`src/rtl/inst_prefetch_queue_pkg.sv`:
```
`default_nettype none
// ============================================================================
// Module   : inst_prefetch_queue_pkg
// Brief    : Shared types and constants for the instruction prefetch queue:
//            fetch FSM state encoding, PC increment, default reset PC and
//            the {pc, inst} FIFO entry layout.
// Revision : 1.0 - initial release
// ============================================================================
package inst_prefetch_queue_pkg;

   // Fetch FSM: IDLE = nothing outstanding, REQ = live request,
   // DROP = request outstanding for a stream that has been flushed.
   typedef enum logic [1:0] {
      ST_IDLE = 2'd0,
      ST_REQ  = 2'd1,
      ST_DROP = 2'd2
   } fetch_state_t;

   localparam logic [31:0] PC_INCR          = 32'd4;
   localparam logic [31:0] DEFAULT_RESET_PC = 32'h0000_0000;

   // One buffered fetch: the PC the word was fetched from and the word itself.
   typedef struct packed {
      logic [31:0] pc;
      logic [31:0] inst;
   } fifo_entry_t;

endpackage
`default_nettype wire

```
`src/rtl/inst_prefetch_queue_fetch_fifo.sv`:
```
`default_nettype none
// ============================================================================
// Module   : inst_prefetch_queue_fetch_fifo
// Brief    : DEPTH x 64-bit synchronous FIFO of {pc, inst} entries with
//            push, pop, clear, full, empty and occupancy count. Pointers
//            carry one wrap bit so full and empty are distinguishable.
//            The head is read straight from storage, so a pushed entry is
//            visible one cycle after the push edge (no bypass).
// Revision : 1.0 - initial release
// ============================================================================
module inst_prefetch_queue_fetch_fifo
   import inst_prefetch_queue_pkg::*;
#(
   parameter int DEPTH = 4
) (
   input  logic                     clk,
   input  logic                     rst_n,
   input  logic                     push,
   input  fifo_entry_t              push_data,
   input  logic                     pop,
   input  logic                     clear,
   output fifo_entry_t              head_data,
   output logic                     full,
   output logic                     empty,
   output logic [$clog2(DEPTH):0]   count
);

   localparam int AW = $clog2(DEPTH);
   localparam int PW = AW + 1;

   logic [PW-1:0] wr_ptr;
   logic [PW-1:0] rd_ptr;
   fifo_entry_t   mem [DEPTH];

   // Pointer update; clear wins over any push/pop in the same cycle.
   always_ff @(posedge clk or negedge rst_n) begin
      if (!rst_n) begin
         wr_ptr <= '0;
         rd_ptr <= '0;
      end else if (clear) begin
         wr_ptr <= '0;
         rd_ptr <= '0;
      end else begin
         if (push) wr_ptr <= wr_ptr + 1'b1;
         if (pop)  rd_ptr <= rd_ptr + 1'b1;
      end
   end

   // Entry storage; a push at full with a pop overwrites the departing head.
   always_ff @(posedge clk or negedge rst_n) begin
      if (!rst_n) begin
         for (int i = 0; i < DEPTH; i++) mem[i] <= '0;
      end else if (push && !clear) begin
         mem[wr_ptr[AW-1:0]] <= push_data;
      end
   end

   assign empty     = (wr_ptr == rd_ptr);
   assign full      = (wr_ptr[PW-1] != rd_ptr[PW-1]) &&
                      (wr_ptr[AW-1:0] == rd_ptr[AW-1:0]);
   assign count     = wr_ptr - rd_ptr;
   assign head_data = empty ? '0 : mem[rd_ptr[AW-1:0]];

endmodule
`default_nettype wire

```
`src/rtl/inst_prefetch_queue.sv`:
```
`default_nettype none
// ============================================================================
// Module   : inst_prefetch_queue
// Brief    : Instruction-fetch front end. Issues sequential word fetches over
//            a req/ack handshake (one outstanding request), buffers returned
//            words with their PC in a small FIFO, and presents them to the
//            pipeline through valid/ready. A branch redirect flushes the
//            buffer and restarts fetch at the target PC; a request already
//            in flight is completed and its data dropped.
//            Optional macro PREFETCH_PERF_EN adds stall/flush counters.
// Revision : 1.0 - initial release
// ============================================================================
module inst_prefetch_queue
   import inst_prefetch_queue_pkg::*;
#(
   parameter int          DEPTH    = 4,
   parameter logic [31:0] RESET_PC = DEFAULT_RESET_PC
) (
   input  logic                     clk,
   input  logic                     rst_n,
   input  logic                     redirect,
   input  logic [31:0]              redirect_pc,
   input  logic                     deq_ready,
   output logic                     deq_valid,
   output logic [31:0]              deq_inst,
   output logic [31:0]              deq_pc,
   output logic [31:0]              deq_pc_next,
   output logic                     imem_req,
   output logic [31:0]              imem_addr,
   input  logic                     imem_ack,
   input  logic [31:0]              imem_rdata,
   output logic [$clog2(DEPTH):0]   count
`ifdef PREFETCH_PERF_EN
   ,
   output logic [31:0]              perf_stall_cnt,
   output logic [31:0]              perf_flush_cnt
`endif
);

   localparam int             CW      = $clog2(DEPTH) + 1;
   localparam logic [CW:0]    DEPTH_W = (CW+1)'(DEPTH);

   fetch_state_t  state;
   fetch_state_t  state_nx;
   logic [31:0]   fetch_pc;
   logic [31:0]   fetch_pc_nx;
   logic [31:0]   drop_addr;

   logic          push;
   logic          pop;
   logic          full;
   logic          empty;
   fifo_entry_t   push_data;
   fifo_entry_t   head_data;
   logic [CW:0]   cnt_after;

   // Redirect squashes both the acked word and the pipeline's dequeue.
   assign push      = (state == ST_REQ) && imem_ack && !redirect;
   assign pop       = deq_valid && deq_ready && !redirect;
   assign push_data = {fetch_pc, imem_rdata};
   assign cnt_after = {1'b0, count} + {{CW{1'b0}}, push} - {{CW{1'b0}}, pop};

   inst_prefetch_queue_fetch_fifo #(
      .DEPTH     (DEPTH)
   ) u_fifo (
      .clk       (clk),
      .rst_n     (rst_n),
      .push      (push),
      .push_data (push_data),
      .pop       (pop),
      .clear     (redirect),
      .head_data (head_data),
      .full      (full),
      .empty     (empty),
      .count     (count)
   );

   // Next-state and next-PC logic; a new request is only launched when a
   // FIFO slot is guaranteed for its data.
   always_comb begin
      state_nx    = state;
      fetch_pc_nx = fetch_pc;
      case (state)
         ST_IDLE: begin
            if (redirect) begin
               fetch_pc_nx = redirect_pc;
            end else if (!full) begin
               state_nx = ST_REQ;
            end
         end
         ST_REQ: begin
            if (redirect) begin
               fetch_pc_nx = redirect_pc;
               state_nx    = imem_ack ? ST_REQ : ST_DROP;
            end else if (imem_ack) begin
               fetch_pc_nx = fetch_pc + PC_INCR;
               state_nx    = (cnt_after < DEPTH_W) ? ST_REQ : ST_IDLE;
            end
         end
         ST_DROP: begin
            if (redirect) fetch_pc_nx = redirect_pc;
            if (imem_ack) state_nx    = ST_REQ;
         end
         default: begin
            state_nx = ST_IDLE;
         end
      endcase
   end

   // State, fetch PC and the held address of a request being dropped.
   always_ff @(posedge clk or negedge rst_n) begin
      if (!rst_n) begin
         state     <= ST_IDLE;
         fetch_pc  <= RESET_PC;
         drop_addr <= '0;
      end else begin
         state    <= state_nx;
         fetch_pc <= fetch_pc_nx;
         if ((state == ST_REQ) && redirect && !imem_ack) drop_addr <= fetch_pc;
      end
   end

   assign imem_req    = (state == ST_REQ) || (state == ST_DROP);
   assign imem_addr   = (state == ST_DROP) ? drop_addr : fetch_pc;

   assign deq_valid   = !empty;
   assign deq_pc      = head_data.pc;
   assign deq_inst    = head_data.inst;
   assign deq_pc_next = deq_valid ? (head_data.pc + PC_INCR) : '0;

`ifdef PREFETCH_PERF_EN
   logic flush_hit;
   assign flush_hit = redirect && ((count != '0) || (state == ST_REQ));

   // Saturating stall and flush event counters.
   always_ff @(posedge clk or negedge rst_n) begin
      if (!rst_n) begin
         perf_stall_cnt <= '0;
         perf_flush_cnt <= '0;
      end else begin
         if (deq_ready && !deq_valid && (perf_stall_cnt != 32'hFFFF_FFFF))
            perf_stall_cnt <= perf_stall_cnt + 32'd1;
         if (flush_hit && (perf_flush_cnt != 32'hFFFF_FFFF))
            perf_flush_cnt <= perf_flush_cnt + 32'd1;
      end
   end
`else
   // Performance counters not built in this configuration.
`endif

endmodule
`default_nettype wire

```
`config.mk`:
```
export PLATFORM = sky130hd
export DESIGN_NAME = inst_prefetch_queue
export DESIGN_NICKNAME = d
export VERILOG_FILES = /design/src/rtl/inst_prefetch_queue_pkg.sv /design/src/rtl/inst_prefetch_queue_fetch_fifo.sv /design/src/rtl/inst_prefetch_queue.sv
export SDC_FILE = /design/constraint.sdc
export NUM_CORES = 1
export LEC_CHECK = 0
export ABC_AREA = 1
export CELL_PAD_IN_SITES_DETAIL_PLACEMENT = 1
export CELL_PAD_IN_SITES_GLOBAL_PLACEMENT = 2
export CORE_UTILIZATION = 32
export DETAILED_ROUTE_END_ITERATION = 8
export PLACE_DENSITY = 0.84
export SLEW_MARGIN = 20
export SYNTH_ARGS = -nofsm -noshare
export SYNTH_HDL_FRONTEND = slang
export SYNTH_HIERARCHICAL = 1
export SYNTH_SLANG_ARGS = --single-unit
```
`constraint.sdc`:
```
create_clock -name clk -period 4.3 [get_ports clk]
set_input_delay 0.645 -clock clk [delete_from_list [all_inputs] [get_ports clk]]
set_output_delay 0.645 -clock clk [all_outputs]
set_load 0.005 [all_outputs]
```
Word-level counts from Yosys, hierarchy flattened:

Cells that the tools add are included.

* bits in registers: 328
* latch bits: 0
* bits in writable memories: 0
* ROM bits: 0
* memories kept: 0

* $add $sub $neg: 7
* multipliers: 0
* div/mod/pow operators: 0
* order comparisons: 4
* equality and inequality tests: 10
* shifts and indexed selects: 0
* muxes and demuxes: 25
* bitwise operators: 2
* reductions and logical operators: 20

Operator list (count)
* bitwise mux 256 bit: 1
* two-way mux 64 bit: 4
* two-way mux 32 bit: 5
* binary-select mux 64 bit (select 2 bit): 1
* demux 64 bit (select 2 bit): 1
* adder 32 x 3 -> 32 bit, second input constant: 2
* case mux 32 bit (2 select lines): 1
* two-way mux 2 bit: 6
* two-way mux 3 bit: 4
* logical AND 1 bit: 9
* adder 3 x 1 -> 3 bit, second input constant: 2
* greater-or-equal comparator 3 bit, second input constant: 2
* inequality test 2 bit, second input constant: 3
* inverter 2 -> 3 bit: 2
* case mux 2 bit (3 select lines): 1
* nonzero test 2 bit: 3
* adder 3 x 1 -> 4 bit: 1
* less-than comparator 4 x 3 -> 1 bit, second input constant: 1
* AND reduction 4 bit: 1
* subtractor 4 x 1 -> 4 bit: 1
* == test 3 bit: 1
* zero test 1 bit: 3
* less-than comparator 3 x 1 -> 1 bit, second input constant: 1
* inequality test 3 bit, second input constant: 1
* other kinds (11): 11

Depth between registers and ports, before layout:

* depth in word-level cells: 10
* mapped depth: 21
* mapped depth without buffers: 18

Hierarchy:

The synthesis kept the hierarchy.

By module, submodules not included
* inst_prefetch_queue_fetch_fifo: instances 1, cells an instance 1694, area an instance 12703.4 sq um
* inst_prefetch_queue: instances 1, cells an instance 846, area an instance 5171.2 sq um

Worst setup path before layout:

OpenSTA, ideal clock, no wires.

* path kind: reg2out
* from: reg u_fifo.rd_ptr[1]
* to: out deq_pc_next[20]
* arrival: 2.838 ns
* data required time: 3.655 ns
* slack: 0.817 ns
* stages on the path, launching flop included: 18
* path buffers: 3
* cell sequence: dfrtp_1 > inv_1 > clkbuf_1 > ha_1 > nand2_1 > nor2_1 > buf_2 > buf_2 > a21oi_1 > ha_1 > nand3_2 > nor2_2 > nand2_2 > nor2_4 > nand3_2 > nand2_1 > nand2_1 > nor2_1

* word-level cells in the longest chain between the ends: 7
* elaborated cells on any way between the ends: 8
* classes of those cells: add/sub (1); eq/ne (1); mux (5); bitwise (1)

Ends and longest elaborated chain
* from (decl): line inst_prefetch_queue_fetch_fifo.sv:32 `logic [PW-1:0] rd_ptr;`
* from (signal assigned): line inst_prefetch_queue_fetch_fifo.sv:45 `if (pop) rd_ptr <= rd_ptr + 1'b1;`
* inverter 2 -> 3 bit (implied by the code): line inst_prefetch_queue_fetch_fifo.sv:62 `assign head_data = empty ? '0 : mem[rd_ptr[AW-1:0]];`
* binary-select mux 64 bit (select 2 bit): line inst_prefetch_queue_fetch_fifo.sv:62
* two-way mux 64 bit (implied by the code) (2 in series): line inst_prefetch_queue_fetch_fifo.sv:62
* two-way mux 64 bit (*): line inst_prefetch_queue_fetch_fifo.sv:62
* named net deq_pc[2]: line inst_prefetch_queue.sv:26 `output logic [31:0] deq_pc,`
* adder 32 x 3 -> 32 bit (*): line inst_prefetch_queue.sv:129 `assign deq_pc_next = deq_valid ? (head_data.pc + PC_INCR) : '0;`
* two-way mux 32 bit (*): line inst_prefetch_queue.sv:129
* to (decl): line inst_prefetch_queue.sv:27 `output logic [31:0] deq_pc_next,`

The timed path passes the listed nets; every way through them passes the cells marked *. The select of a mux whose other input is x is not followed.

Worst setup path after layout:

* from: reg u_fifo.rd_ptr[0]
* to: out deq_pc_next[21]

* elaborated cells on any way between the ends: 8
* classes of those cells: add/sub (1); eq/ne (1); mux (5); bitwise (1)

RTL lines
* == test 3 bit (*): line inst_prefetch_queue_fetch_fifo.sv:58 `assign empty = (wr_ptr == rd_ptr);`
* named net empty: line inst_prefetch_queue.sv:52 `logic empty;`
* two-way mux 64 bit: line inst_prefetch_queue_fetch_fifo.sv:62
* adder 32 x 3 -> 32 bit: line inst_prefetch_queue.sv:129
* two-way mux 32 bit (*): line inst_prefetch_queue.sv:129

Marks and branches as above.

==> out/metrics.csv <==
metric,value,unit
rows,86,
outcome,"complete, no violations",
placed_cell_area,20700,um^2
wl_per_cell,17.4,um
power.density,553,nW/um^2
leakagePower,0.0103,uW
clock_skew,23.3,ps
antenna_found_initial,0,
io_pins,202,
grt_pass1_vias,18000,
vias,16800,
routed_wl,60700,um
synth-seq-area-share,45.9,%
critical_path_required,3650,ps
synth_area_per_cell,7.04,um^2
drc,0,
path_class,reg2out,
syn-num-nets,2626,
clock_path_buffers,3,
cts_hold_buffers,0,
setup_tns,0,ps
worstMarginPinSlew,898,ps
grt.overflow.total,0,
synth-edff-count,0,
postSynthRegisterBits,328,
yosys.area_share.xor_xnor,0.735,%
fmax,0.244,GHz
fin_crit,4100,ps
die_area,56800,um^2
initial_core_util,32.4,%
design.core.area,55100,um^2
place_hpwl,41400,um
mostFrequentLayoutCell,nand2_1,
clock_sinks,328,
reg2reg_to,state[0]$_DFFE_PN0P_,
nets,2801,
fin_area,22500,um^2
setup_violations,0,
synth_top_family_by_area,simple AND/OR/NAND/NOR gates,
cp-end-kind,output pin,
synth_async_sr_flop_share,100,%
ir_drop,399,uV
reg2reg_depth,18,
cp-start-kind,flop,
cts.htree.levels,2,
synthToLayoutAreaGrowth,26.0,%
synth_top_cell_by_area,dfrtp_1,
tritoncts,yes,
rr_startpoint,u_fifo/rd_ptr[0]$_DFFE_PN0P_,
synth_top_area_share,45.9,%
grt_max_degree,107,
crit_chain,"ha_4, nand2_4, nor2_4, buf_12, a21oi_2, buf_4, nand2_1, inv_1, nand3_1, nor2_1, nand2_1, xor2_1, nor2_1, clkdlybuf4s50_1",
synth_compound_area_share,12.8,%
drive_gt1_share,8.12,%
final_hold_viol_count,0,
power.total,12500,uW
critPathSlowestCell,dfrtp_4,
grt_pass1_wl,99000,um
drt_iter0_drc,891,
yosys_warnings,6,
gp_congestion,0.905,
relSlewSlack,40.1,%
synthMuxAreaShare,0,%
ys_top_cells_by_area,"dfrtp_1 46%, nand2_1 17%, o21ai_0 9.5%",
ys.flop_type,dfrtp_1,
drv_slew,0,
portBuffers,201,
clkTransAtPathRegs,60,ps
postSynthCellCount,2540,
drv_cap,0,
numCtsBuffers,40,
min_period_over_period,95.4,%
reg2reg_setup_slack,790,ps
final_cell_mix,"799 x nand2_1, 404 x inv_1, 339 x o21ai_0",
rsz0062_at_grt,false,
die_h,238,um
synth_cell_types,38,
ant_nets,0,
grtUsageTotal,21.9,%
worstPathMaxFanout,12,
cts.root.buffer_cell,clkbuf_16,
synth_fa_ha_area_share,1.23,%
routed_via_density,4.79,
synthesis.area,17900,um^2
worst_ep_arrival_time,3460,ps
synthSimpleGateAreaFrac,26.9,%
hp-class,in2async,
clk_latency,580,ps
critical_path.max_stage_delay,500,ps
dr.pass1.iters,5,
fp.dieW,238,um
## power by group
group	internal (uW)	switching, uW	total (uW)
Clock	2130	1430	3560
Sequential	3940	740	4680
Combinational	1650	2570	4220
## sequential cells by signal, summed over array words and instances (netlist names)
register and cells:
fetch_pc 32, u_fifo/wr_ptr 3, u_fifo/rd_ptr 3, u_fifo/mem 256, drop_addr 32, state 2
## through the flow
| stage | std cells | hold WS [ps] | utilization, % | setup WS, ps |
|---|---|---|---|---|
| 2_1_floorplan | 2540 | 349 | - | 817 |
| 3_3_place_gp | 3410 | 466 | 37.6 | 157 |
| 3_5_place_dp | 3410 | 473 | 37.6 | 97.2 |
| 4_1_cts | 3492 | 167 | 40.5 | 19.0 |
| 5_1_grt | 3494 | 155 | 40.9 | 9.43 |
| 6_report | 3495 | 106 | 40.9 | 200 |
## layer usage
metal  track usage [%]  wire [um]  share of wire (%)
met1              28.7      27600                 45
met2              37.2      29200                 48
met3              2.64       1740                2.9
met4              7.87       2180                3.6
met5                 0          0                  0
## worst max path at each step
| stage | from | end | slack [ps] |
|---|---|---|---|
| finish | u_fifo/rd_ptr[0]$_DFFE_PN0P_ | deq_pc_next[21] | 200 |
| global route | u_fifo/rd_ptr[0]$_DFFE_PN0P_ | deq_pc_next[27] | 9 |
| CTS | u_fifo/rd_ptr[1]$_DFFE_PN0P_ | deq_pc_next[28] | 20 |
| detailed placement | u_fifo/rd_ptr[0]$_DFFE_PN0P_ | deq_pc_next[20] | 100 |
| global placement | u_fifo/rd_ptr[0]$_DFFE_PN0P_ | deq_pc_next[20] | 160 |
| floorplan | u_fifo/rd_ptr[1]$_DFFE_PN0P_ | deq_pc_next[20] | 820 |
## worst max-delay path: cells and delay by family, from the launching register on
family | cells | cell delay (ps)
simple gates | 7 | 990
buf+inv | 4 | 940
flops | 1 | 500
fa+ha+maj | 1 | 290
xor+xnor | 1 | 80
compound gates | 1 | 50
## kinds of logic after synthesis
group                    after synthesis
AND/OR/NAND/NOR                     1184
buffers and inverters                546
AO/OA/AOI/OAI                        450
flip-flops                           328
adder cells (fa/ha/maj)               17
XOR/XNOR                              15
## layout make-up
type,count,area (um^2)
fillers,6881,32600
flip-flops and latches,328,8210
multi-input cells,1667,7780
repair buffers,266,2650
inverters,412,1550
clock buffers,56,1150
well taps,748,936
clock inverters,17,236
diodes,1,2.50
## what timing repair did
item	4_1_cts	5_1_grt
resized for setup	30	40
pin swaps	1	7
buffers inserted	8	2
setup endpoints to repair	28	21
cloned	1	0
## Yosys cell counts (5+ instances only)
master / count
o21ai_1: 13
nor3_1: 11
nand2_1: 809
nor2_2: 8
nor2_4: 6
dfrtp_1: 328
buf_6: 9
a21oi_1: 87
nand2_2: 5
buf_2: 67
buf_1: 5
nand3_1: 180
xor2_1: 11
nor2_1: 154
ha_1: 16
clkbuf_1: 46
o21ai_0: 339
inv_1: 407
clkbuf_2: 5
(Power assumes the default switching activity.)
==> RTL change (same settings) <==
Build with the macro `PREFETCH_PERF_EN` defined.
--- a/src/rtl/inst_prefetch_queue.sv
+++ b/src/rtl/inst_prefetch_queue.sv
@@ -11,4 +11,6 @@
 // Revision : 1.0 - initial release
 // ============================================================================
+`define PREFETCH_PERF_EN
+
 module inst_prefetch_queue
    import inst_prefetch_queue_pkg::*;
Check against the original RTL (old outputs only; new: perf_flush_cnt and perf_stall_cnt): same outputs for any inputs over 4 cycles, from zero or initial values and one cycle with rst_n low; that may be too few to reach the edited logic, so the function may still have changed.
==> RTL change against the original RTL <==
- sequential cell count up 64
- wire length grew 29%
- cell area is 22% higher
- setup slack lost 52 ps
- maximum frequency fell by 1.3%
- highest routed layer unchanged
- total power up 15%
- critical endpoint is now deq_pc_next[8]
- area after synthesis is 23% higher
- critical path depth down 2
==> RTL change: results <==
[power]
ir_drop_uv = 320
p_sw_share_pct = 38.0

[run_status]
status = complete, no violations

[logic_synthesis]
synth_cell_types = 35
synthTopCellsByCount = 1,179 x nand2_1, 436 x inv_1, 392 x dfrtp_1, 361 x o21ai_0, 266 x nor2_1
synth_nets = 3286
seq_area_frac_synth_pct = 44.7
synth.avg_cell_area_um2 = 6.86

[detailed_routing]
vias = 21200
m1WireLength_um = 36600
wl_met3_um = 2480
drt_iter0_markers = 1013

[clocking]
cts_resized = 38
post_cts.repair.setup_buffers = 1

[finish]
stdcell_count = 4342
fillers = 8445
fin_nets = 3520

[timing]
worst_pin_slew_ps = 854
fin_skew_ps = 24.8

[global_route]
grt_usage_pct = 22.5
antenna_found_initial = 3
use_met3_pct = 2.79

[setup_path]
path_delay_family = buffers and inverters
setup.worst_path.end = deq_pc_next[8]

[placed_design]
dp_hpwl_um = 54900
post-place-ws_ps = 393
RTL change: layout make-up:
class	count	share of cell area, %
Clock inverter	15	0.755
Timing Repair Buffer	328	12.0
Inverter	440	6.01
Antenna cell	2	0.0182
Tap cell	873	3.97
Sequential cell	392	35.7
Clock buffer	71	5.12
Multi-Input combinational cell	2221	36.5
RTL change: worst min-delay path by stage:
stage                                 end  slack (ps)  cells past startpoint
final                      u_fifo/mem[78]          80                      1
after global routing       u_fifo/mem[78]         130                      1
after CTS                  u_fifo/mem[78]         110                      1
after detailed placement  u_fifo/mem[223]         470                      2
after global placement     u_fifo/mem[90]         460                      2
after floorplan              drop_addr[0]         350                      0
RTL change: cell families after synthesis:
group,after synthesis,synth area share (%)
adders and majority gates,19,1.12
and+or+nand+nor,1699,31.2
buffers and inverters,585,10.7
xor gates and xnor gates,39,1.56
DFF,392,44.7
AOI/OAI and AO/OA,464,10.7
